==> config.mk <==
export PLATFORM = sky130hd
export DESIGN_NAME = mem_stage
export DESIGN_NICKNAME = d
export VERILOG_FILES = /design/src/rtl/mem_stage_pkg.sv /design/src/rtl/mem_stage_load_align.sv /design/src/rtl/mem_stage.sv
export SDC_FILE = /design/constraint.sdc
export NUM_CORES = 1
export LEC_CHECK = 0
export ABC_AREA = 1
export CAP_MARGIN = 20
export CORE_MARGIN = 2
export CORE_UTILIZATION = 29
export CTS_BUF_LIST = sky130_fd_sc_hd__clkbuf_8
export CTS_CLUSTER_SIZE = 28
export DETAILED_ROUTE_END_ITERATION = 7
export GPL_TIMING_DRIVEN = 0
export HOLD_SLACK_MARGIN = 0.15
export SLEW_MARGIN = 20
export SYNTH_ARGS = -nofsm -noshare
export SYNTH_HDL_FRONTEND = slang
export SYNTH_SLANG_ARGS = --single-unit
==> constraint.sdc <==
create_clock -name clk -period 12.05 [get_ports clk]
set_input_delay 3.615 -clock clk [delete_from_list [all_inputs] [get_ports clk]]
set_output_delay 3.615 -clock clk [all_outputs]
set_load 0.01 [all_outputs]
==> src/rtl/mem_stage_pkg.sv <==
// Shared definitions for the MEM stage: bus widths, stall encoding,
// load-opcode bit positions and the packed layouts of the EX->MEM and
// MEM->WB buses.
package mem_stage_pkg;

    localparam int EX_TO_MEM_WD = 147;
    localparam int MEM_TO_WB_WD = 136;
    localparam int STALL_BUS_W  = 6;

    // Stall vector bit positions owned by this stage
    localparam int STALL_EX_MEM = 3;
    localparam int STALL_MEM_WB = 4;

    localparam logic STOP    = 1'b1;
    localparam logic NO_STOP = 1'b0;

    localparam logic [31:0] ZERO_WORD = 32'h0000_0000;

    // One-hot load opcode bit indices, shared with ID/EX
    localparam int OP_LOAD_LW  = 0;
    localparam int OP_LOAD_LB  = 1;
    localparam int OP_LOAD_LBU = 2;
    localparam int OP_LOAD_LH  = 3;
    localparam int OP_LOAD_LHU = 4;

    typedef struct packed {
        logic [4:0]  op_load;
        logic        hi_we;
        logic        lo_we;
        logic [31:0] hi_result;
        logic [31:0] lo_result;
        logic [31:0] ex_pc;
        logic        data_ram_en;
        logic [3:0]  data_ram_wen;
        logic        sel_rf_res;
        logic        rf_we;
        logic [4:0]  rf_waddr;
        logic [31:0] ex_result;
    } ex_to_mem_t;

    typedef struct packed {
        logic        hi_we;
        logic        lo_we;
        logic [31:0] hi_result;
        logic [31:0] lo_result;
        logic [31:0] mem_pc;
        logic        rf_we;
        logic [4:0]  rf_waddr;
        logic [31:0] rf_wdata;
    } mem_to_wb_t;

    typedef enum logic [2:0] {
        LD_NONE,
        LD_W,
        LD_B,
        LD_BU,
        LD_H,
        LD_HU
    } load_kind_e;

    // Collapse the (nominally one-hot) opcode into a single load kind.
    // A multi-hot opcode is illegal; the fixed priority lw>lb>lbu>lh>lhu
    // keeps the result deterministic anyway.
    function automatic load_kind_e decode_load(input logic [4:0] op_load);
        if (op_load[OP_LOAD_LW])  return LD_W;
        if (op_load[OP_LOAD_LB])  return LD_B;
        if (op_load[OP_LOAD_LBU]) return LD_BU;
        if (op_load[OP_LOAD_LH])  return LD_H;
        if (op_load[OP_LOAD_LHU]) return LD_HU;
        return LD_NONE;
    endfunction

endpackage

==> src/rtl/mem_stage_load_align.sv <==
// Combinational load aligner: picks the addressed byte/halfword out of the
// SRAM word and sign- or zero-extends it to 32 bits.
// Optional macro MEM_ALIGN_CHECK_EN adds the misaligned-address flag adel.
module mem_stage_load_align
    import mem_stage_pkg::*;
(
    input  logic [4:0]  op_load,
    input  logic [1:0]  off,
    input  logic [31:0] ld_word,
    output logic [31:0] aligned
`ifdef MEM_ALIGN_CHECK_EN
    ,
    output logic        adel
`endif
);

    logic [7:0]  byte_lanes [4];
    logic [7:0]  sel_byte;
    logic [15:0] sel_half;
    load_kind_e  kind;

    genvar gi;
    generate
        for (gi = 0; gi < 4; gi++) begin : g_lane
            assign byte_lanes[gi] = ld_word[8*gi +: 8];
        end
    endgenerate

    assign kind     = decode_load(op_load);
    assign sel_byte = byte_lanes[off];
    // Halfword choice looks only at off[1]; off[0] is ignored (or flagged)
    assign sel_half = off[1] ? ld_word[31:16] : ld_word[15:0];

    // Extend the selected lane according to the load kind; lw passes through
    always_comb begin
        aligned = ld_word;
        case (kind)
            LD_B:    aligned = {{24{sel_byte[7]}}, sel_byte};
            LD_BU:   aligned = {24'h00_0000, sel_byte};
            LD_H:    aligned = {{16{sel_half[15]}}, sel_half};
            LD_HU:   aligned = {16'h0000, sel_half};
            default: aligned = ld_word;
        endcase
    end

`ifdef MEM_ALIGN_CHECK_EN
    // Word loads need off==0, halfword loads need an even offset
    always_comb begin
        adel = ((kind == LD_W) && (off != 2'b00)) ||
               (((kind == LD_H) || (kind == LD_HU)) && off[0]);
    end
`endif

endmodule

==> src/rtl/mem_stage.sv <==
// MEM pipeline stage: registers the EX->MEM bus, captures the 1-cycle SRAM
// read data (holding it across stalls), aligns load data and drives the
// MEM->WB bus plus an identical MEM->ID forwarding copy.
// Optional macro MEM_ALIGN_CHECK_EN adds the mem_adel output and suppresses
// the register write of a misaligned load.
module mem_stage
    import mem_stage_pkg::*;
(
    input  logic                     clk,
    input  logic                     rst,
    input  logic [STALL_BUS_W-1:0]   stall,
    input  logic [EX_TO_MEM_WD-1:0]  ex_to_mem_bus,
    input  logic [31:0]              data_sram_rdata,
    output logic [MEM_TO_WB_WD-1:0]  mem_to_wb_bus,
    output logic [MEM_TO_WB_WD-1:0]  mem_to_id_forwarding
`ifdef MEM_ALIGN_CHECK_EN
    ,
    output logic                     mem_adel
`endif
);

    ex_to_mem_t  r_reg;
    logic        fresh_reg;
    logic [31:0] held_rdata_reg;

    logic        stop_ex_mem;
    logic        stop_mem_wb;
    logic [31:0] ld_word;
    logic [31:0] aligned;
    logic        adel;
    mem_to_wb_t  wb;

    assign stop_ex_mem = (stall[STALL_EX_MEM] == STOP);
    assign stop_mem_wb = (stall[STALL_MEM_WB] == STOP);

    // EX/MEM register: bubble when EX stops but WB moves on, load when EX moves
    always_ff @(posedge clk or posedge rst) begin
        if (rst) begin
            r_reg <= '0;
        end else if (stop_ex_mem && !stop_mem_wb) begin
            r_reg <= '0;
        end else if (!stop_ex_mem) begin
            r_reg <= ex_to_mem_bus;
        end
    end

    // fresh marks the single cycle in which the SRAM read data belongs to r_reg
    always_ff @(posedge clk or posedge rst) begin
        if (rst) begin
            fresh_reg <= 1'b0;
        end else begin
            fresh_reg <= !stop_ex_mem;
        end
    end

    // Capture the SRAM word while it is valid so a stalled load keeps it
    always_ff @(posedge clk or posedge rst) begin
        if (rst) begin
            held_rdata_reg <= ZERO_WORD;
        end else if (fresh_reg) begin
            held_rdata_reg <= data_sram_rdata;
        end
    end

    assign ld_word = fresh_reg ? data_sram_rdata : held_rdata_reg;

    mem_stage_load_align u_load_align (
        .op_load (r_reg.op_load),
        .off     (r_reg.ex_result[1:0]),
        .ld_word (ld_word),
        .aligned (aligned)
`ifdef MEM_ALIGN_CHECK_EN
        ,
        .adel    (adel)
`endif
    );

`ifndef MEM_ALIGN_CHECK_EN
    assign adel = 1'b0;
`endif

    // Assemble the MEM->WB bus; a misaligned load never writes the register file
    always_comb begin
        wb           = '0;
        wb.hi_we     = r_reg.hi_we;
        wb.lo_we     = r_reg.lo_we;
        wb.hi_result = r_reg.hi_result;
        wb.lo_result = r_reg.lo_result;
        wb.mem_pc    = r_reg.ex_pc;
        wb.rf_we     = r_reg.rf_we & ~adel;
        wb.rf_waddr  = r_reg.rf_waddr;
        wb.rf_wdata  = (r_reg.sel_rf_res && (|r_reg.op_load)) ? aligned : r_reg.ex_result;
    end

    assign mem_to_wb_bus        = wb;
    assign mem_to_id_forwarding = wb;

`ifdef MEM_ALIGN_CHECK_EN
    assign mem_adel = adel;
`endif

    // Store controls and the other stages' stall bits are consumed elsewhere
    logic unused_bits;
    assign unused_bits = ^{r_reg.data_ram_en, r_reg.data_ram_wen,
                           stall[5], stall[2:0]};

endmodule

==> results.json <==
{
  "period_needed_ns": 9.426,
  "postCtsSetupBuffers": 0,
  "r2r-start": "r_reg[1]",
  "viasPerCell": 4.297,
  "cts_buffers": 17,
  "wl_per_cell_microns": 16.59,
  "final_cells": 2232,
  "maxSlewHeadroom_pct": 47.65,
  "cp_max_fo": 10,
  "powerDensity_mw_per_mm2": 105.7,
  "setup.worst_path.start_class": "input pin",
  "cts_tree": "built",
  "synth_most_common_cell": "nand2_1",
  "crit_arrival_ns": 5.81,
  "cap_violations": 0,
  "async_reset_ff_share_pct": 100.0,
  "synth_top_area_share_pct": 44.13,
  "synthFlopType": "dfrtp_1",
  "synth_top_family_by_area": "simple AND/OR/NAND/NOR gates",
  "synth_edf_count": 0,
  "crit_type": "input pin to output port",
  "path_cells": "clkdlybuf4s50_1 -> nand2_1 -> nand3_1 -> nand3b_1 -> buf_2 -> nand3_1 -> nand2_1 -> inv_1 -> buf_4 -> clkdlybuf4s50_1",
  "grt.total_usage_pct": 20.59,
  "tns_ns": 0,
  "crit_path_start": "data_sram_rdata[15]",
  "dp_slack_ns": 2.617,
  "crit_slowest_cell": "clkdlybuf4s50_1",
  "seqPwrFrac_pct": 40.8,
  "r2r_setup_slack_ns": 10.62,
  "leakage_nw": 7.670,
  "outcome": "finished clean",
  "ios": 459,
  "clock.fmax_mhz": 106.1,
  "layout_setup_ws_ns": 2.624,
  "ctsRootBufferMaster": "clkbuf_8",
  "setup_viol": 0,
  "port_buffers": 449,
  "cts.sinks": 175,
  "clkTransAtPathRegs_ns": 0.10,
  "start_util_pct": 29.52,
  "r2r-end": "r_reg[1]",
  "dp_cells": 2200,
  "hold_violations": 0,
  "grt-ovfl-total": 0,
  "p_int_w": 0.001111,
  "core_area_sq_mm": 0.03362,
  "nets": 1958,
  "utilization_pct": 45.77,
  "combinationalPowerShare_pct": 34.2,
  "drv_slew": 0,
  "hp-class": "flop to flop",
  "die_x_microns": 189.0,
  "syn_area_sq_mm": 0.009925,
  "synth.area.top_cells": "dfrtp_1 44%, buf_4 18%, nand2_1 18%",
  "p_sw_share_pct": 31.68,
  "finalCritPeriodShare_pct": 78.22,
  "clock_latency_ns": 0.45,
  "globalplace.congestion": 0.9043,
  "first_global_vias": 9649,
  "hpwl_microns": 29330,
  "rr_worst_depth": 3,
  "cp-endpoint": "mem_to_wb_bus[27]",
  "critical_path.max_stage_delay_ns": 0.52,
  "synth_cells": 1302,
  "cts.htree.levels": 4,
  "cp.required_ns": 8.43,
  "syn-num-nets": 1489,
  "remaining_drc_errors": 0,
  "largest_reg_flops": 104,
  "finalClockSkew_ns": 0.01197,
  "switchingPower_w": 0.0005150,
  "worstMarginPinSlew_ns": 0.7852,
  "synth-seq-area-share_pct": 44.13,
  "ys_types": 24,
  "end_kind": "output port",
  "die-area_sq_mm": 0.03572,
  "path_depth": 10,
  "synthTopCellsByCount": "474 x nand2_1, 242 x buf_4, 175 x dfrtp_1",
  "antenna_found_initial": 2,
  "drtAntennaViolNets": 0,
  "synth_simple_gate_area_share_pct": 29.27,
  "synth.area.mux_share_pct": 0,
  "crit_family": "buffers and inverters",
  "synth-seq-cells": 175,
  "synth_compound_area_share_pct": 3.253,
  "ys_warn_count": 0,
  "syn_avg_cell_area_sq_um": 7.623,
  "synth-xor-area-share_pct": 0,
  "critPathBufInv": 5,
  "drive_above_1_share_pct": 16.77,
  "row_count": 67,
  "clk_path_buf_depth": 2,
  "synth_fa_ha_area_share_pct": 0,
  "num_vias": 9592,
  "ir_drop_mv": 0.04951,
  "grt_pass1_wl_microns": 56380,
  "grt_setup_unrepaired": "no",
  "finalWirelength_microns": 37020,
  "hold_buffers": 0,
  "yosys.area.top_type": "dfrtp_1",
  "drtIter0Drc": 495,
  "post_cts_resize_count": 0,
  "grt_max_degree": 95,
  "drt_first_pass_iters": 5,
  "clkPwrFrac_pct": 25.0,
  "dieHeight_microns": 189.0,
  "fin_total_pwr_w": 0.001626,
  "area_growth_syn_to_layout_pct": 55.03
}
==> layout make-up <==
class | instances | area [sq um]
tap | 448 | 560.5
inverter | 52 | 205.2
timing repair buffer | 450 | 4522
sequential | 175 | 4379
buffer | 308 | 2120
fill | 3320 | 18230
clock inverter | 14 | 135.1
antenna | 1 | 2.502
multi-input combinational | 767 | 3228
clock buffer | 17 | 234.0
==> placed cells by master, fill, tap and decap left out, types with 2 or more instances in the layout <==
master / Yosys / final
o21ai_1: 2 / 2
a31oi_1: 6 / 6
nand2_1: 474 / 474
inv_2: 4 / 4
a21oi_1: 23 / 23
buf_4: 242 / 242
dfrtp_1: 175 / 175
and2_1: 3 / 3
nor2_1: 50 / 50
nand3_1: 169 / 169
nand3_2: 3 / 3
clkinv_4: 0 / 5
clkbuf_8: 0 / 17
buf_6: 6 / 6
inv_6: 0 / 4
buf_1: 6 / 6
buf_2: 8 / 8
inv_1: 47 / 48
clkbuf_1: 46 / 46
nor2_2: 2 / 2
o21a_1: 2 / 2
clkdlybuf4s50_1: 0 / 449
inv_8: 0 / 2
o21ai_0: 29 / 29
==> worst reg2reg max path: stages, from the launching register on <==
cell and delay (ns):
dfrtp_1 0.49, inv_2 0.23, clkbuf_1 0.43, o21ai_0 0.16
==> routing by layer <==
layer  track usage [%]  wire length (microns)  vias up
met4             5.228                    762        2
met3             6.024                   2673       27
met2             36.84                  18710      325
met1             24.03                  14860     4471
li1                  -                      -     4767
met5                 0                     16        -
==> worst min path at each step <==
stage               slack [ns]  cells after the start                  to          startpoint
detailed placement        0.48                      2            r_reg[9]            r_reg[9]
global route              0.52                      2           r_reg[11]           r_reg[11]
CTS                       0.50                      2           r_reg[11]           r_reg[11]
floorplan                 0.45                      2  held_rdata_reg[16]  held_rdata_reg[16]
global placement          0.47                      2   held_rdata_reg[8]   held_rdata_reg[8]
finish                    0.50                      2            r_reg[9]            r_reg[9]
==> cells by family (layout without fill, tap and decap cells) <==
family / after synthesis / after routing
other cells: 0 / 1
flops: 175 / 175
buf+inv: 360 / 841
compound gates: 62 / 62
simple gates: 705 / 705
==> per-stage QoR <==
stage,hold slack [ns],instance area [sq um]
global route,0.5160,15390
CTS,0.5033,15380
finish,0.5009,15390
detailed placement,0.4794,15010
floorplan,0.4531,9925
global placement,0.4732,14980
==> power groups by stage <==
stage	Combinational, W	Clock [W]	Sequential, W
3_3_place_gp	0.000557	0	0.000674
2_1_floorplan	0.000278	0	0.000663
5_1_grt	0.000604	0.000446	0.000670
6_report	0.000556	0.000407	0.000663
3_5_place_dp	0.000561	0	0.000675
4_1_cts	0.000564	0.000424	0.000664
(Power assumes the default switching activity.)
